## config.mk

```make
export PLATFORM = sky130hd
export DESIGN_NAME = lcd_bus_receiver
export DESIGN_NICKNAME = d
export VERILOG_FILES = /design/src/rtl/lcd_bus_pkg.sv /design/src/rtl/lcd_bus_receiver_driver_state.sv /design/src/rtl/lcd_bus_receiver.sv
export SDC_FILE = /design/constraint.sdc
export NUM_CORES = 1
export LEC_CHECK = 0
export ABC_CLOCK_PERIOD_IN_PS = 11130
export BUFFER_PORTS_ARGS = -buffer_cell sky130_fd_sc_hd__buf_2
export CORE_AREA = 2 2 209 211
export CTS_CLUSTER_DIAMETER = 200
export DETAILED_ROUTE_END_ITERATION = 16
export DIE_AREA = 0 0 211 213
export GPL_TIMING_DRIVEN = 0
export SYNTH_ARGS = -nofsm -noshare
export SYNTH_HDL_FRONTEND = slang
export SYNTH_HIERARCHICAL = 1
export SYNTH_SLANG_ARGS = --single-unit
```

## constraint.sdc

```tcl
create_clock -name clk -period 11.13 [get_ports clk]
set_clock_uncertainty 0.15 [all_clocks]
set_input_delay 0.5565 -clock clk [delete_from_list [all_inputs] [get_ports clk]]
set_output_delay 0.5565 -clock clk [all_outputs]
set_load 0.05 [all_outputs]
```

## src/rtl/lcd_bus_pkg.sv

```systemverilog
// Shared constants, command codes and scan FSM encoding for the Model 100 LCD bus receiver.
package lcd_bus_pkg;

    localparam int NUM_DRIVERS = 10;
    localparam int COLS        = 50;
    localparam int FB_WIDTH    = 240;
    localparam int SYNC_STAGES = 2;

    localparam logic [7:0] CMD_ON   = 8'h39;
    localparam logic [7:0] CMD_OFF  = 8'h38;
    localparam logic [7:0] CMD_UP   = 8'h3B;
    localparam logic [7:0] CMD_DOWN = 8'h3A;

    typedef enum logic {
        ST_IDLE = 1'b0,
        ST_SCAN = 1'b1
    } scan_state_e;

endpackage

```

## src/rtl/lcd_bus_receiver_driver_state.sv

```systemverilog
// One HD44102 column driver: page/column address, count direction and display-on flag.
module lcd_driver_state
    import lcd_bus_pkg::CMD_ON, lcd_bus_pkg::CMD_OFF, lcd_bus_pkg::CMD_UP, lcd_bus_pkg::CMD_DOWN;
#(
    parameter int COLS = 50
) (
    input  logic       clk,
    input  logic       rst,
    input  logic       clear,
    input  logic       cmd_valid,
    input  logic [7:0] cmd,
    input  logic       advance,
    output logic [1:0] page,
    output logic [5:0] col,
    output logic       up,
    output logic       on
);

    localparam logic [5:0] LAST_COL = 6'(COLS - 1);

    logic [1:0] page_q, page_d;
    logic [5:0] col_q, col_d;
    logic       up_q, up_d;
    logic       on_q, on_d;

    always_comb begin
        page_d = page_q;
        col_d  = col_q;
        up_d   = up_q;
        on_d   = on_q;
        if (clear) begin
            page_d = 2'd0;
            col_d  = 6'd0;
            up_d   = 1'b1;
            on_d   = 1'b0;
        end else if (cmd_valid) begin
            // Column-address codes occupy 0..COLS-1, so they never collide with the flag codes.
            if (cmd[5:0] <= LAST_COL) begin
                page_d = cmd[7:6];
                col_d  = cmd[5:0];
            end else begin
                case (cmd)
                    CMD_ON:   on_d = 1'b1;
                    CMD_OFF:  on_d = 1'b0;
                    CMD_UP:   up_d = 1'b1;
                    CMD_DOWN: up_d = 1'b0;
                    default:  ;
                endcase
            end
        end else if (advance) begin
            if (up_q) col_d = (col_q == LAST_COL) ? 6'd0 : col_q + 6'd1;
            else      col_d = (col_q == 6'd0) ? LAST_COL : col_q - 6'd1;
        end
    end

    always_ff @(posedge clk or posedge rst) begin
        if (rst) begin
            page_q <= 2'd0;
            col_q  <= 6'd0;
            up_q   <= 1'b1;
            on_q   <= 1'b0;
        end else begin
            page_q <= page_d;
            col_q  <= col_d;
            up_q   <= up_d;
            on_q   <= on_d;
        end
    end

    assign page = page_q;
    assign col  = col_q;
    assign up   = up_q;
    assign on   = on_q;

endmodule

```

## src/rtl/lcd_bus_receiver.sv

```systemverilog
// Model 100 LCD bus receiver: synchronizes the host bus, emulates the column drivers and
// turns every display-data write into framebuffer writes, one selected driver per cycle.
module lcd_bus_receiver
    import lcd_bus_pkg::scan_state_e, lcd_bus_pkg::ST_IDLE, lcd_bus_pkg::ST_SCAN;
#(
    parameter int NUM_DRIVERS = lcd_bus_pkg::NUM_DRIVERS,
    parameter int COLS        = lcd_bus_pkg::COLS,
    parameter int FB_WIDTH    = lcd_bus_pkg::FB_WIDTH,
    parameter int SYNC_STAGES = lcd_bus_pkg::SYNC_STAGES
) (
    input  logic                   clk,
    input  logic                   reset,
    input  logic [7:0]             data_pin,
    input  logic [NUM_DRIVERS-1:0] cs_pin,
    input  logic                   cs1_pin,
    input  logic                   rw_pin,
    input  logic                   di_pin,
    input  logic                   enable_pin,
    input  logic                   reset_pin,
    output logic                   fb_we,
    output logic [7:0]             fb_x,
    output logic [2:0]             fb_y,
    output logic [7:0]             fb_data,
    output logic [NUM_DRIVERS-1:0] display_on,
    output logic                   overrun
);

    localparam int HALF = NUM_DRIVERS / 2;
    localparam int IW   = $clog2(NUM_DRIVERS);
    localparam int BW   = 13 + NUM_DRIVERS;

    logic [BW-1:0] sync_q [SYNC_STAGES];
    logic [BW-1:0] sync_d [SYNC_STAGES];
    logic          en_prev_q, en_prev_d;

    logic [7:0]             s_data;
    logic [NUM_DRIVERS-1:0] s_cs;
    logic                   s_cs1_n, s_rw, s_di, s_en, s_rst_n;
    logic                   strobe, clear;

    scan_state_e            state_q, state_d;
    logic [NUM_DRIVERS-1:0] pending_q, pending_d;
    logic [7:0]             byte_q, byte_d;
    logic                   fb_we_q, fb_we_d;
    logic [7:0]             fb_x_q, fb_x_d;
    logic [2:0]             fb_y_q, fb_y_d;
    logic [7:0]             fb_data_q, fb_data_d;
    logic                   overrun_q, overrun_d;

    logic [NUM_DRIVERS-1:0] cmd_valid, advance, active;
    logic [IW-1:0]          pick_idx;
    int                     x_full;
    logic [1:0]             drv_page [NUM_DRIVERS];
    logic [5:0]             drv_col  [NUM_DRIVERS];
    logic [NUM_DRIVERS-1:0] drv_on;
    logic [NUM_DRIVERS-1:0] unused_drv_up;

    // Every bus pin travels through the same stages so data and strobe stay aligned.
    always_comb begin
        sync_d[0] = {data_pin, cs_pin, cs1_pin, rw_pin, di_pin, enable_pin, reset_pin};
        for (int i = 1; i < SYNC_STAGES; i++) sync_d[i] = sync_q[i-1];
    end

    assign {s_data, s_cs, s_cs1_n, s_rw, s_di, s_en, s_rst_n} = sync_q[SYNC_STAGES-1];
    assign en_prev_d = s_en;
    assign clear     = ~s_rst_n;
    assign strobe    = en_prev_q & ~s_en & ~s_cs1_n & ~s_rw & (|s_cs) & s_rst_n;

    always_comb begin
        state_d   = state_q;
        pending_d = pending_q;
        byte_d    = byte_q;
        fb_we_d   = 1'b0;
        fb_x_d    = fb_x_q;
        fb_y_d    = fb_y_q;
        fb_data_d = fb_data_q;
        overrun_d = strobe && (state_q == ST_SCAN);
        cmd_valid = '0;
        advance   = '0;
        active    = '0;
        pick_idx  = '0;
        x_full    = 0;

        // A data strobe issues its first write on the latch edge; later ones come from pending.
        if (strobe && state_q == ST_IDLE) begin
            if (s_di) begin
                active = s_cs;
                byte_d = s_data;
            end else begin
                cmd_valid = s_cs;
            end
        end else if (state_q == ST_SCAN) begin
            active = pending_q;
        end

        for (int d = NUM_DRIVERS - 1; d >= 0; d--) begin
            if (active[d]) pick_idx = IW'(d);
        end

        if (clear) begin
            state_d   = ST_IDLE;
            pending_d = '0;
            cmd_valid = '0;
        end else if (|active) begin
            advance[pick_idx]   = 1'b1;
            x_full              = (32'(pick_idx) % HALF) * COLS + 32'(drv_col[pick_idx]);
            fb_we_d             = (x_full < FB_WIDTH);
            fb_x_d              = x_full[7:0];
            fb_y_d              = {1'b0, drv_page[pick_idx]} + ((32'(pick_idx) >= HALF) ? 3'd4 : 3'd0);
            fb_data_d           = byte_d;
            pending_d           = active;
            pending_d[pick_idx] = 1'b0;
            state_d             = (|pending_d) ? ST_SCAN : ST_IDLE;
        end
    end

    always_ff @(posedge clk or posedge reset) begin
        if (reset) begin
            for (int i = 0; i < SYNC_STAGES; i++) sync_q[i] <= '0;
            en_prev_q <= 1'b0;
            state_q   <= ST_IDLE;
            pending_q <= '0;
            byte_q    <= 8'd0;
            fb_we_q   <= 1'b0;
            fb_x_q    <= 8'd0;
            fb_y_q    <= 3'd0;
            fb_data_q <= 8'd0;
            overrun_q <= 1'b0;
        end else begin
            for (int i = 0; i < SYNC_STAGES; i++) sync_q[i] <= sync_d[i];
            en_prev_q <= en_prev_d;
            state_q   <= state_d;
            pending_q <= pending_d;
            byte_q    <= byte_d;
            fb_we_q   <= fb_we_d;
            fb_x_q    <= fb_x_d;
            fb_y_q    <= fb_y_d;
            fb_data_q <= fb_data_d;
            overrun_q <= overrun_d;
        end
    end

    for (genvar g = 0; g < NUM_DRIVERS; g++) begin : g_drv
        lcd_driver_state #(.COLS(COLS)) u_drv (
            .clk       (clk),
            .rst       (reset),
            .clear     (clear),
            .cmd_valid (cmd_valid[g]),
            .cmd       (s_data),
            .advance   (advance[g]),
            .page      (drv_page[g]),
            .col       (drv_col[g]),
            .up        (unused_drv_up[g]),
            .on        (drv_on[g])
        );
    end

    assign fb_we      = fb_we_q;
    assign fb_x       = fb_x_q;
    assign fb_y       = fb_y_q;
    assign fb_data    = fb_data_q;
    assign overrun    = overrun_q;
    assign display_on = drv_on;

endmodule

```

==> out/results.txt <==
CP max FO - 10
WP data required - 11.36 ns
Internal - 1050 uW
Dpl ws - 0.192 ns
Die height - 213 um
RSZ-0062 raised after global routing - no
Hold Fails Final Rpt - 0
Die footprint - 44,900 sq um
Slew headroom - 7.08%
Rows - 76
Switching Share - 28.4%
Die W - 211 um
Final worst slack - 0.632 ns
Core Region - 42,700 sq um
Ys async rst share - 100%
Hold WS - 0.0452 ns
Clock Latency Late Sink - 0.48 ns
Post-route ant nets - 0
CTS tree - done
DRC violations left - 0
Clock-pin slew on the worst setup and hold paths - 0.09 ns
Layout cells sized above 1 - 10.9%
CP max stage cell - a21boi_1
Reg-to-reg setup timing slack - 0.63 ns
Critical Path AT - 10.72 ns
Total gr overflow - 0
Num CTS Buffers - 17
Endpoints failing setup - 0
Setup Fix Bufs, Post-CTS - 0
Commonest non-fill, non-tap cell in the layout - dfrtp_1
CP Launch Type - register
Syn nets - 2,125
Routed via count - 15,619
Crit end category - register
Gr usage total - 22.4%
Count of flip-flops with a built-in enable after synthesis - 0
Multi-input logic area - 11,400 sq um
Max cap viols - 0
HPWL Detailed - 36,800 um
Highest-count cells in the layout ignoring fill and taps - dfrtp_1 (175), nand2_1 (139), ha_1 (129), a21oi_1 (115), nor2_1 (114)
Clk pwr share - 43.9%
Diodes inserted - 0
F_max - 95.3 MHz
Sequential share of the synthesized area - 27.7%
End of the worst register-to-register path - fb_we
Max incr delay on CP - 0.71 ns
WS Path Type - register to register
Io pins - 56
Worst r2r path cells - 31
Static Leak - 0.00843 uW
Fin crit period - 10.50 ns
Number of global-route vias before repair - 14,746
WL per Instance - 19.5 um
TNS Setup - 0 ns
Flop and latch count out of synthesis - 187
H-tree depth - 4
Drt pass-1 iters - 6
Slew @ Worst Pin - 1.39 ns
Filler cells - 4,201
Initial Util - 39.7%
FF-to-FF Start - s_rst_n
RePlAce Congestion - 0.928
Hold buffers post-CTS - 0
Final-report max-slew violation count - 0
Outcome - complete, no violations
Fin cells - 2,579
PD cells - 79.2 nW/um^2
Area delta synth->final - 9.57%
Sequential Power Share - 49.3%
Crit share post-route - 94.3%
Avg Inst Size Synth - 8.72 sq um
Psw - 418 uW
Hold path startpoint - reset_pin
CTS Root Cell - clkbuf_16
Area leader, netlist - dfrtp_1
Clock sink count - 187
Netlist cell types - 98
Hold Path Class - input port to register
Largest cells by area after synthesis - dfrtp_1 (26%), ha_1 (9.5%), mux2i_1 (5.6%)
Post-cts resize count - 0
WL final - 50,200 um
Register area - 4690 sq um
CTS Buffer Depth - 2
Global-route wire length before repair - 80,100 um
Synth Flop Type - dfrtp_1
Comb power frac - 6.8%
I/O Buffers - 55
Largest net degree at the start of global routing - 66
Initial drt markers - 1,151
Hold EP - sync_d[0]
Peak VDD IR - 98.7 uV
Synth top area share - 26.1%
Cell area after synthesis - 17,000 sq um
YS warnings - 6
Initial antenna violation count - 0
Final layout net count - 2,200
Placed Cells incl. Taps - 2,547
Syn Inst Count - 1,945
Worst hold stages - 1
Vias per cell - 6.06
[per-stage QoR]
step / power (uW) / utilization [%] / cell area, sq um
final: 1470 / 43.5 / 18600
after global routing: 1530 / 43.5 / 18600
after CTS: 1490 / 43.5 / 18600
after detailed placement: 838 / 42.1 / 18000
after global placement: 834 / 42.0 / 17900
after floorplan: 794 / - / 17000
[cell usage after synthesis (26+ instances only)]
master / n
dfrtp_1: 177
nand2_1: 139
ha_1: 129
a21oi_1: 115
nor2_1: 115
inv_1: 104
mux2i_1: 95
clkbuf_1: 86
a31oi_1: 75
o21ai_0: 60
and3_1: 54
nand2b_1: 54
nor3_1: 47
and2_1: 41
o22ai_1: 37
a211oi_1: 34
a21o_1: 29
o31ai_1: 29
or3_1: 27
fa_1: 26
[power by group through the flow]
| stage | logic [uW] | registers, uW | clock network, uW |
|---|---|---|---|
| 2_1_floorplan | 57.3 | 737 | 0 |
| 3_3_place_gp | 97.2 | 737 | 0 |
| 3_5_place_dp | 100 | 738 | 0 |
| 4_1_cts | 101 | 724 | 662 |
| 5_1_grt | 110 | 727 | 690 |
| 6_report | 100 | 725 | 646 |
[registers in the layout (all words and copies together) (netlist names), 3 cells and up]
signal            cells
sync_d               23
g_drv.u_drv/col      60
s_cs                 10
g_drv.u_drv/page     20
fb_y                  3
g_drv.u_drv/up       10
byte_q                8
g_drv.u_drv/on       10
fb_data               8
s_data                8
pending_q            10
fb_x                  8
[critical path: cells and delay by family, from the launching register on]
| kind | cells | cell delay [ns] |
|---|---|---|
| DFF | 1 | 0.51 |
| AOI/OAI and AO/OA | 8 | 3.05 |
| and+or+nand+nor | 8 | 2.58 |
| buffers and inverters | 9 | 2.18 |
| muxes | 1 | 0.24 |
| adders and majority gates | 5 | 1.65 |
[final cells by class]
type / instances / share of cell area (%)
multi-input cells: 1548 / 61.3
flip-flops and latches: 187 / 25.3
well taps: 546 / 3.67
plain buffers: 105 / 2.67
clock buffers: 17 / 2.29
inverters: 105 / 2.13
repair buffers: 56 / 1.63
clock inverters: 15 / 1.04
[routing by layer]
| metal | share of wire [%] | up-vias | GRT usage (%) |
|---|---|---|---|
| li1 | - | 7413 | - |
| met1 | 46 | 7619 | 30.9 |
| met2 | 46 | 499 | 36.0 |
| met3 | 4.7 | 88 | 2.41 |
| met4 | 3.0 | 0 | 9.01 |
| met5 | 0 | - | 0 |
[worst max-delay path by stage]
stage	startpoint	to	slack, ns
finish	s_rst_n	fb_we	0.63
global route	s_rst_n	fb_we	0.02
CTS	s_rst_n	fb_we	0.07
detailed placement	s_rst_n	fb_we	0.19
global placement	s_rst_n	fb_we	0.21
floorplan	pending_q[3]	fb_we	2.71
[logic make-up after synthesis]
| family | count (synthesis) | synth area share (%) |
|---|---|---|
| AO/OA/AOI/OAI | 560 | 22.9 |
| XOR/XNOR | 39 | 2.01 |
| adder cells (fa/ha/maj) | 155 | 12.6 |
| buffers and inverters | 210 | 5.24 |
| flip-flops | 187 | 27.7 |
| multiplexers | 120 | 7.26 |
| AND/OR/NAND/NOR | 674 | 22.4 |
Note: power is estimated with default switching activity, not from simulation.
